--- config.mk ---
export PLATFORM = sky130hd
export DESIGN_NAME = alu_shift_right_iter
export DESIGN_NICKNAME = d
export VERILOG_FILES = /design/src/rtl/alu_shift_right_iter.sv
export SDC_FILE = /design/constraint.sdc
export NUM_CORES = 1
export LEC_CHECK = 0
export ABC_CLOCK_PERIOD_IN_PS = 3600
export CORE_MARGIN = 2
export CORE_UTILIZATION = 50
export DETAILED_ROUTE_END_ITERATION = 8
export PLACE_DENSITY = 0.76
export SYNTH_ARGS = -nofsm -noshare
export SYNTH_HDL_FRONTEND = slang
export SYNTH_SLANG_ARGS = --single-unit
--- constraint.sdc ---
create_clock -name clk -period 3.6 [get_ports clk]
set_input_delay 0.9 -clock clk [delete_from_list [all_inputs] [get_ports clk]]
set_output_delay 0.9 -clock clk [all_outputs]
set_load 0.01 [all_outputs]
--- src/rtl/alu_shift_right_iter.sv ---
// Iterative 32-bit right shifter: up to 4 bit positions per cycle, logical or arithmetic fill.
// Define ALU_SHIFT_RIGHT_ROTATE_EN to add the rotate input and rotate-right datapath.
module alu_shift_right_iter (
    input  logic        clk,
    input  logic        clr,
    input  logic        start,
    input  logic [31:0] in,
    input  logic [5:0]  shift,
    input  logic        arith,
`ifdef ALU_SHIFT_RIGHT_ROTATE_EN
    input  logic        rotate,
`endif
    output logic [31:0] out,
    output logic        busy,
    output logic        done
);

    typedef enum logic [1:0] {StIdle, StShift, StDone} state_e;

    state_e      state_q, state_d;
    logic [31:0] work_q, work_d;
    logic [31:0] out_q, out_d;
    logic [5:0]  rem_q, rem_d;
    logic        fill_q, fill_d;
`ifdef ALU_SHIFT_RIGHT_ROTATE_EN
    logic        rot_q, rot_d;
`endif

    logic [5:0]  n_eff;
    logic [2:0]  step;
    logic [3:0]  hi_bits;
    logic [31:0] shifted;

    // Effective amount: anything >= 32 saturates the result, so clamp to 32.
    always_comb begin
        n_eff = shift[5] ? 6'd32 : shift;
`ifdef ALU_SHIFT_RIGHT_ROTATE_EN
        if (rotate) begin
            n_eff = {1'b0, shift[4:0]};
        end
`endif
    end

    // Bits entering at the top: sign/zero fill, or the bits leaving the bottom when rotating.
    always_comb begin
        step    = (rem_q >= 6'd4) ? 3'd4 : rem_q[2:0];
        hi_bits = {4{fill_q}};
`ifdef ALU_SHIFT_RIGHT_ROTATE_EN
        if (rot_q) begin
            hi_bits = work_q[3:0];
        end
`endif
        case (step)
            3'd1:    shifted = {hi_bits[0],   work_q[31:1]};
            3'd2:    shifted = {hi_bits[1:0], work_q[31:2]};
            3'd3:    shifted = {hi_bits[2:0], work_q[31:3]};
            3'd4:    shifted = {hi_bits[3:0], work_q[31:4]};
            default: shifted = work_q;
        endcase
    end

    always_comb begin
        state_d = state_q;
        work_d  = work_q;
        out_d   = out_q;
        rem_d   = rem_q;
        fill_d  = fill_q;
`ifdef ALU_SHIFT_RIGHT_ROTATE_EN
        rot_d   = rot_q;
`endif
        unique case (state_q)
            StIdle, StDone: begin
                if (start) begin
                    work_d = in;
                    rem_d  = n_eff;
                    fill_d = arith & in[31];
`ifdef ALU_SHIFT_RIGHT_ROTATE_EN
                    rot_d  = rotate;
`endif
                    if (n_eff == 6'd0) begin
                        out_d   = in;
                        state_d = StDone;
                    end else begin
                        state_d = StShift;
                    end
                end else begin
                    state_d = StIdle;
                end
            end
            StShift: begin
                work_d = shifted;
                rem_d  = rem_q - {3'd0, step};
                if (rem_d == 6'd0) begin
                    out_d   = shifted;
                    state_d = StDone;
                end
            end
            default: state_d = StIdle;
        endcase
    end

    always_ff @(posedge clk or negedge clr) begin
        if (!clr) begin
            state_q <= StIdle;
            work_q  <= 32'd0;
            out_q   <= 32'd0;
            rem_q   <= 6'd0;
            fill_q  <= 1'b0;
`ifdef ALU_SHIFT_RIGHT_ROTATE_EN
            rot_q   <= 1'b0;
`endif
        end else begin
            state_q <= state_d;
            work_q  <= work_d;
            out_q   <= out_d;
            rem_q   <= rem_d;
            fill_q  <= fill_d;
`ifdef ALU_SHIFT_RIGHT_ROTATE_EN
            rot_q   <= rot_d;
`endif
        end
    end

    assign out  = out_q;
    assign busy = (state_q == StShift);
    assign done = (state_q == StDone);

endmodule

# Yosys cells after proc, flatten, opt, wreduce, memory -nomap -nowiden
# Index checks and enable logic that the tools add are counted.
dict set report word_totals {
  register_bits 73
}
dict set report op_classes {
  add_sub_neg 1
  n_lt_le_gt_ge 1
  eq_ne 9
  n_mux 15
  n_bitwise 1
  n_reduce_logical 8
}
# cell count
set ops {}
lappend ops {{32-bit two-way mux} 4}
lappend ops {{32-bit one-hot mux with 2 select lines} 2}
lappend ops {{32-bit one-hot mux with 4 select lines} 1}
lappend ops {{6-bit logical NOT} 2}
lappend ops {{6-bit two-way mux} 2}
lappend ops {{6-bit one-hot mux with 2 select lines} 1}
lappend ops {{3-bit by 2-bit equality test with 1-bit output, second input constant} 2}
lappend ops {{6-bit by 3-bit greater-or-equal comparator with 1-bit output, second input constant} 1}
lappend ops {{2-bit two-way mux} 3}
lappend ops {{6-bit by 3-bit subtractor with 6-bit output} 1}
lappend ops {{2-bit inequality test, second input constant} 2}
lappend ops {{2-bit one-hot mux with 2 select lines} 1}
lappend ops {{2-bit AND reduction} 2}
lappend ops {{4-bit AND reduction} 1}
lappend ops {{3-bit by 1-bit equality test with 1-bit output, second input constant} 1}
lappend ops {{3-bit equality test, second input constant} 1}
lappend ops {{3-bit two-way mux} 1}
lappend ops {{2-bit by 1-bit equality test with 1-bit output, second input constant} 1}
lappend ops {{2-bit equality test, second input constant} 1}
lappend ops {{2-bit logical NOT} 1}
lappend ops {{2-bit by 1-bit inequality test with 1-bit output, second input constant} 1}
lappend ops {{2-bit nonzero test} 1}
lappend ops {{2-bit OR reduction} 1}
lappend ops {{1-bit AND} 1}

# Longest topological paths before layout
dict set report logic_depth {
  ltp_word 6
  depth_mapped 7
  mapped_depth_nobuf 5
}

# Least setup slack after synthesis
# Ideal clock, no wire load.
dict set report synth_timing {
  path_type {input to register}
  from {input port shift[0]}
  to {register out_q[0] (netlist: out[0])}
  setup_time_ps 126
  arrival_time_ps 2569
  required_time_ps 3474
  path_slack_ps 905
  stages 6
  path_buffers 2
  cell_sequence {or4_4 > or4_4 > buf_6 > buf_8 > o21a_1 > o32a_1}
}
dict set report synth_between {
  elab_chain_len 4
}
# element line_no
set synth_lines {}
lappend synth_lines {{start: declaration} 8} ;# input logic [5:0] shift,
lappend synth_lines {{6-bit two-way mux} 36} ;# n_eff = shift[5] ? 6'd32 : shift;
lappend synth_lines {{6-bit logical NOT} 80} ;# if (n_eff == 6'd0) begin
lappend synth_lines {{2-bit inequality test (no line)} n/a}
lappend synth_lines {{4-bit AND reduction (no line)} n/a}
lappend synth_lines {{end signal: assignment} 115} ;# out_q <= out_d;
lappend synth_lines {{end: declaration} 22} ;# logic [31:0] out_q, out_d;
# No other way between the ends.
# A chain may end at the register's enable or synchronous reset.

# Worst setup path in the final report
dict set report layout_timing {
  from {register state_q[0]}
  to {output port busy}
}
dict set report layout_between {
  elab_chain_len 1
}
# element line_no
set layout_lines {}
lappend layout_lines {{start: declaration} 20} ;# state_e state_q, state_d;
lappend layout_lines {{start signal: assignment} 104} ;# state_q <= StIdle;
lappend layout_lines {{start signal: assignment} 113} ;# state_q <= state_d;
lappend layout_lines {{2-bit by 1-bit equality test with 1-bit output} 125} ;# assign busy = (state_q == StShift);
lappend layout_lines {{end: declaration} 14} ;# output logic busy,
# No other way between the ends.

==> impl_metrics.yaml <==
status:
  status: "completed"
global_route:
  grt_pass1_wl_mm: 21.8
  grt_antenna_before_repair: 0
  grtUsageTotal_pct: 26.8
  grt_start_max_net_pins: 44
  grt_most_used_layer: "met2"
  grt_overflow_total: 0
  use_met1_pct: 37.1
  first_global_vias: 4253
  use_met3_pct: 3.26
  grt_use_met2_pct: 42.5
timing:
  worst_pin_slew_ns: 0.981
  setup_viol: 0
  period_share_pct: 83.6
  timing.hold.ws_ns: 0.503
  setup_tns_ns: 0
  layout_min_cycle_time_ns: 3.01
  slew_headroom_pct: 34.5
  finalWorstSetupSlack_ns: 0.589
  rsz0062_at_grt: "no"
  slew_viol_final: 0
  max_freq_mhz: 332
  final.setup_skew_ns: 0.00408
  hold_viol: 0
worst_setup_path:
  cpMaxStageDelayCell: "clkdlybuf4s50_1"
  timing.rr.start: "state_q[0]$_DFFE_PN0P_"
  path_max_fanout: 19
  setup.worst_path.start: "state_q[0]$_DFFE_PN0P_"
  cp-end-kind: "output pin"
  required_ns: 2.70
  rr_endpoint: "out[16]$_DFFE_PN0P_"
  cp_cell_sequence: "or2b_4 > clkinv_1 > clkdlybuf4s50_1"
  reg2reg_setup_slack_ns: 0.83
  r2r_cells: 6
  critical_path.max_stage_delay_ns: 0.65
  worst_ep_arrival_time_ns: 2.11
  critical_path_class: "reg -> out"
  start_kind: "flip-flop"
clock_tree:
  clockBufferDepth: 2
  cts_resized: 0
  cts_tree: "built"
  cts_root_buf: "clkbuf_8"
  clkLatencyLatePin_ns: 0.35
  cts.sinks: 73
  hold_buffers: 0
  post_cts_buffers: 0
  cts_buffers: 9
  h-tree-depth: 3
  clk_pin_slew_ns: 0.08
detailed_routing:
  vias_per_cell: 6.84
  vias: 4231
  drtIter0Drc: 368
  route.detailed.drc: 0
  wl_per_cell_um: 20.7
  dr.pass1.iters: 5
  routed_wl_mm: 12.8
  ant_nets: 0
synth:
  ys_types: 40
  syn-num-nets: 503
  synth_top_area_share_pct: 39.2
  syn_area_per_cell_um2: 10.1
  synth_seq_cells: 73
  synth_cells: 461
  synthTopCellsByArea: "dfrtp_1 39%, mux2_2 7.5%, o221a_2 7.0%"
  synth_area_um2: 4660
  yosysSeqAreaShare_pct: 39.2
  yosys_warnings: 0
  yosysTopAreaCell: "dfrtp_1"
placed_design:
  place.port_buffers: 75
  pre_cts_slack_ns: 0.282
  dp_hpwl_mm: 7.73
  dpl.cell_count: 603
  place_congestion: 0.838
hold_path:
  holdPathEnd: "out[24]$_DFFE_PN0P_"
  holdPathStages: 1
  hold_path.class: "reg -> reg"
  holdCritStartpoint: "out[24]$_DFFE_PN0P_"
floorplanning:
  die_width_um: 101
  core_area_um2: 9150
  boundaryPins: 76
  initial_utilization_pct: 51.0
  dieArea_um2: 10100
  rows: 35
  die_y_um: 101
layout:
  final_cell_mix: "74 x clkdlybuf4s50_1, 73 x dfrtp_1, 36 x nand2_1"
  insertedDiodeCount: 0
  nNetsFinal: 545
  drive_gt1_share_pct: 19.3
  area_growth_pct: 19.6
  num-fill-cells: 756
  final_common_cell: "clkdlybuf4s50_1"
  final_cells: 619
pwr:
  p_per_area_nw_per_um2: 1180
  power.leakage_uw: 0.00202
  ir_drop_mv: 0.654
job:
  maxCapViolCount: 0
==> registers in the layout, indices dropped and copies added, names as in the netlist <==
name / count
out: 32
work_q: 32
fill_q: 1
state_q: 2
rem_q: 6
==> power by group <==
part	switching [uW]	internal [uW]
registers	476	1270
logic	2110	1930
clock network	338	460
total	2920	3660
==> how the worst max path moves through the flow <==
stage	to	cells after the start
6_report	busy	3
3_3_place_gp	out[31]$_DFFE_PN0P_	5
5_1_grt	busy	3
2_1_floorplan	out[0]$_DFFE_PN0P_	6
3_5_place_dp	out[31]$_DFFE_PN0P_	5
4_1_cts	busy	3
==> cells by family (layout without fill, tap and decap cells) <==
| group | after synthesis | in the layout | synth area share, % |
|---|---|---|---|
| AND/OR/NAND/NOR | 89 | 89 | 9.20 |
| buffers and inverters | 59 | 106 | 7.57 |
| AO/OA/AOI/OAI | 209 | 209 | 36.6 |
| multiplexers | 31 | 31 | 7.49 |
| flip-flops | 73 | 73 | 39.2 |
==> Yosys cell counts <==
library cell	n
nor4_2	1
nand2_1	36
or4_4	2
a22o_1	2
nor3b_1	2
mux2_2	31
o31ai_1	30
nand3_1	29
buf_6	1
o22ai_1	2
o221a_2	29
buf_8	3
a32oi_1	1
nor2b_1	1
nand2b_1	3
o211ai_1	1
a31oi_1	3
or2_2	1
dfrtp_1	73
a211oi_1	2
nor2_1	9
or2b_4	1
or4_1	1
inv_1	3
o32a_1	31
clkbuf_1	36
o21ai_0	8
buf_1	6
o2bb2ai_1	2
a21oi_1	32
nor3_1	3
o21ai_1	1
clkinv_1	1
a21oi_4	1
o22a_1	1
o21a_1	32
a2111oi_0	1
o41a_2	1
o221ai_1	29
clkbuf_8	9
==> worst max-delay path: cells and delay by family, from the launching register on <==
kind	cells	cell delay (ns)
buffers and inverters	2	1.12
DFF	1	0.39
and+or+nand+nor	1	0.25
==> layer usage <==
layer | wire (um) | part of all wire (%) | vias up
li1 | - | - | 1943
met1 | 5650 | 44 | 2086
met2 | 6170 | 48 | 178
met3 | 708 | 5.5 | 24
met4 | 268 | 2.1 | 0
met5 | 0 | 0 | -
==> final cells by class <==
class	instances	area, um^2	area share [%]
Timing Repair Buffer	86	853	15.3
Multi-Input combinational cell	329	2500	44.8
Sequential cell	73	1830	32.8
Inverter	4	15.0	0.269
Tap cell	111	139	2.49
Clock inverter	7	119	2.13
Clock buffer	9	124	2.22
==> per-stage QoR <==
step	total power, uW	utilization [%]	area, um^2
2_1_floorplan	4660	-	4660
4_1_cts	6570	60.9	5580
5_1_grt	7110	60.9	5580
3_3_place_gp	5590	58.3	5340
6_report	6580	60.9	5580
3_5_place_dp	5720	58.3	5340
Note: power is estimated with default switching activity, not from simulation.
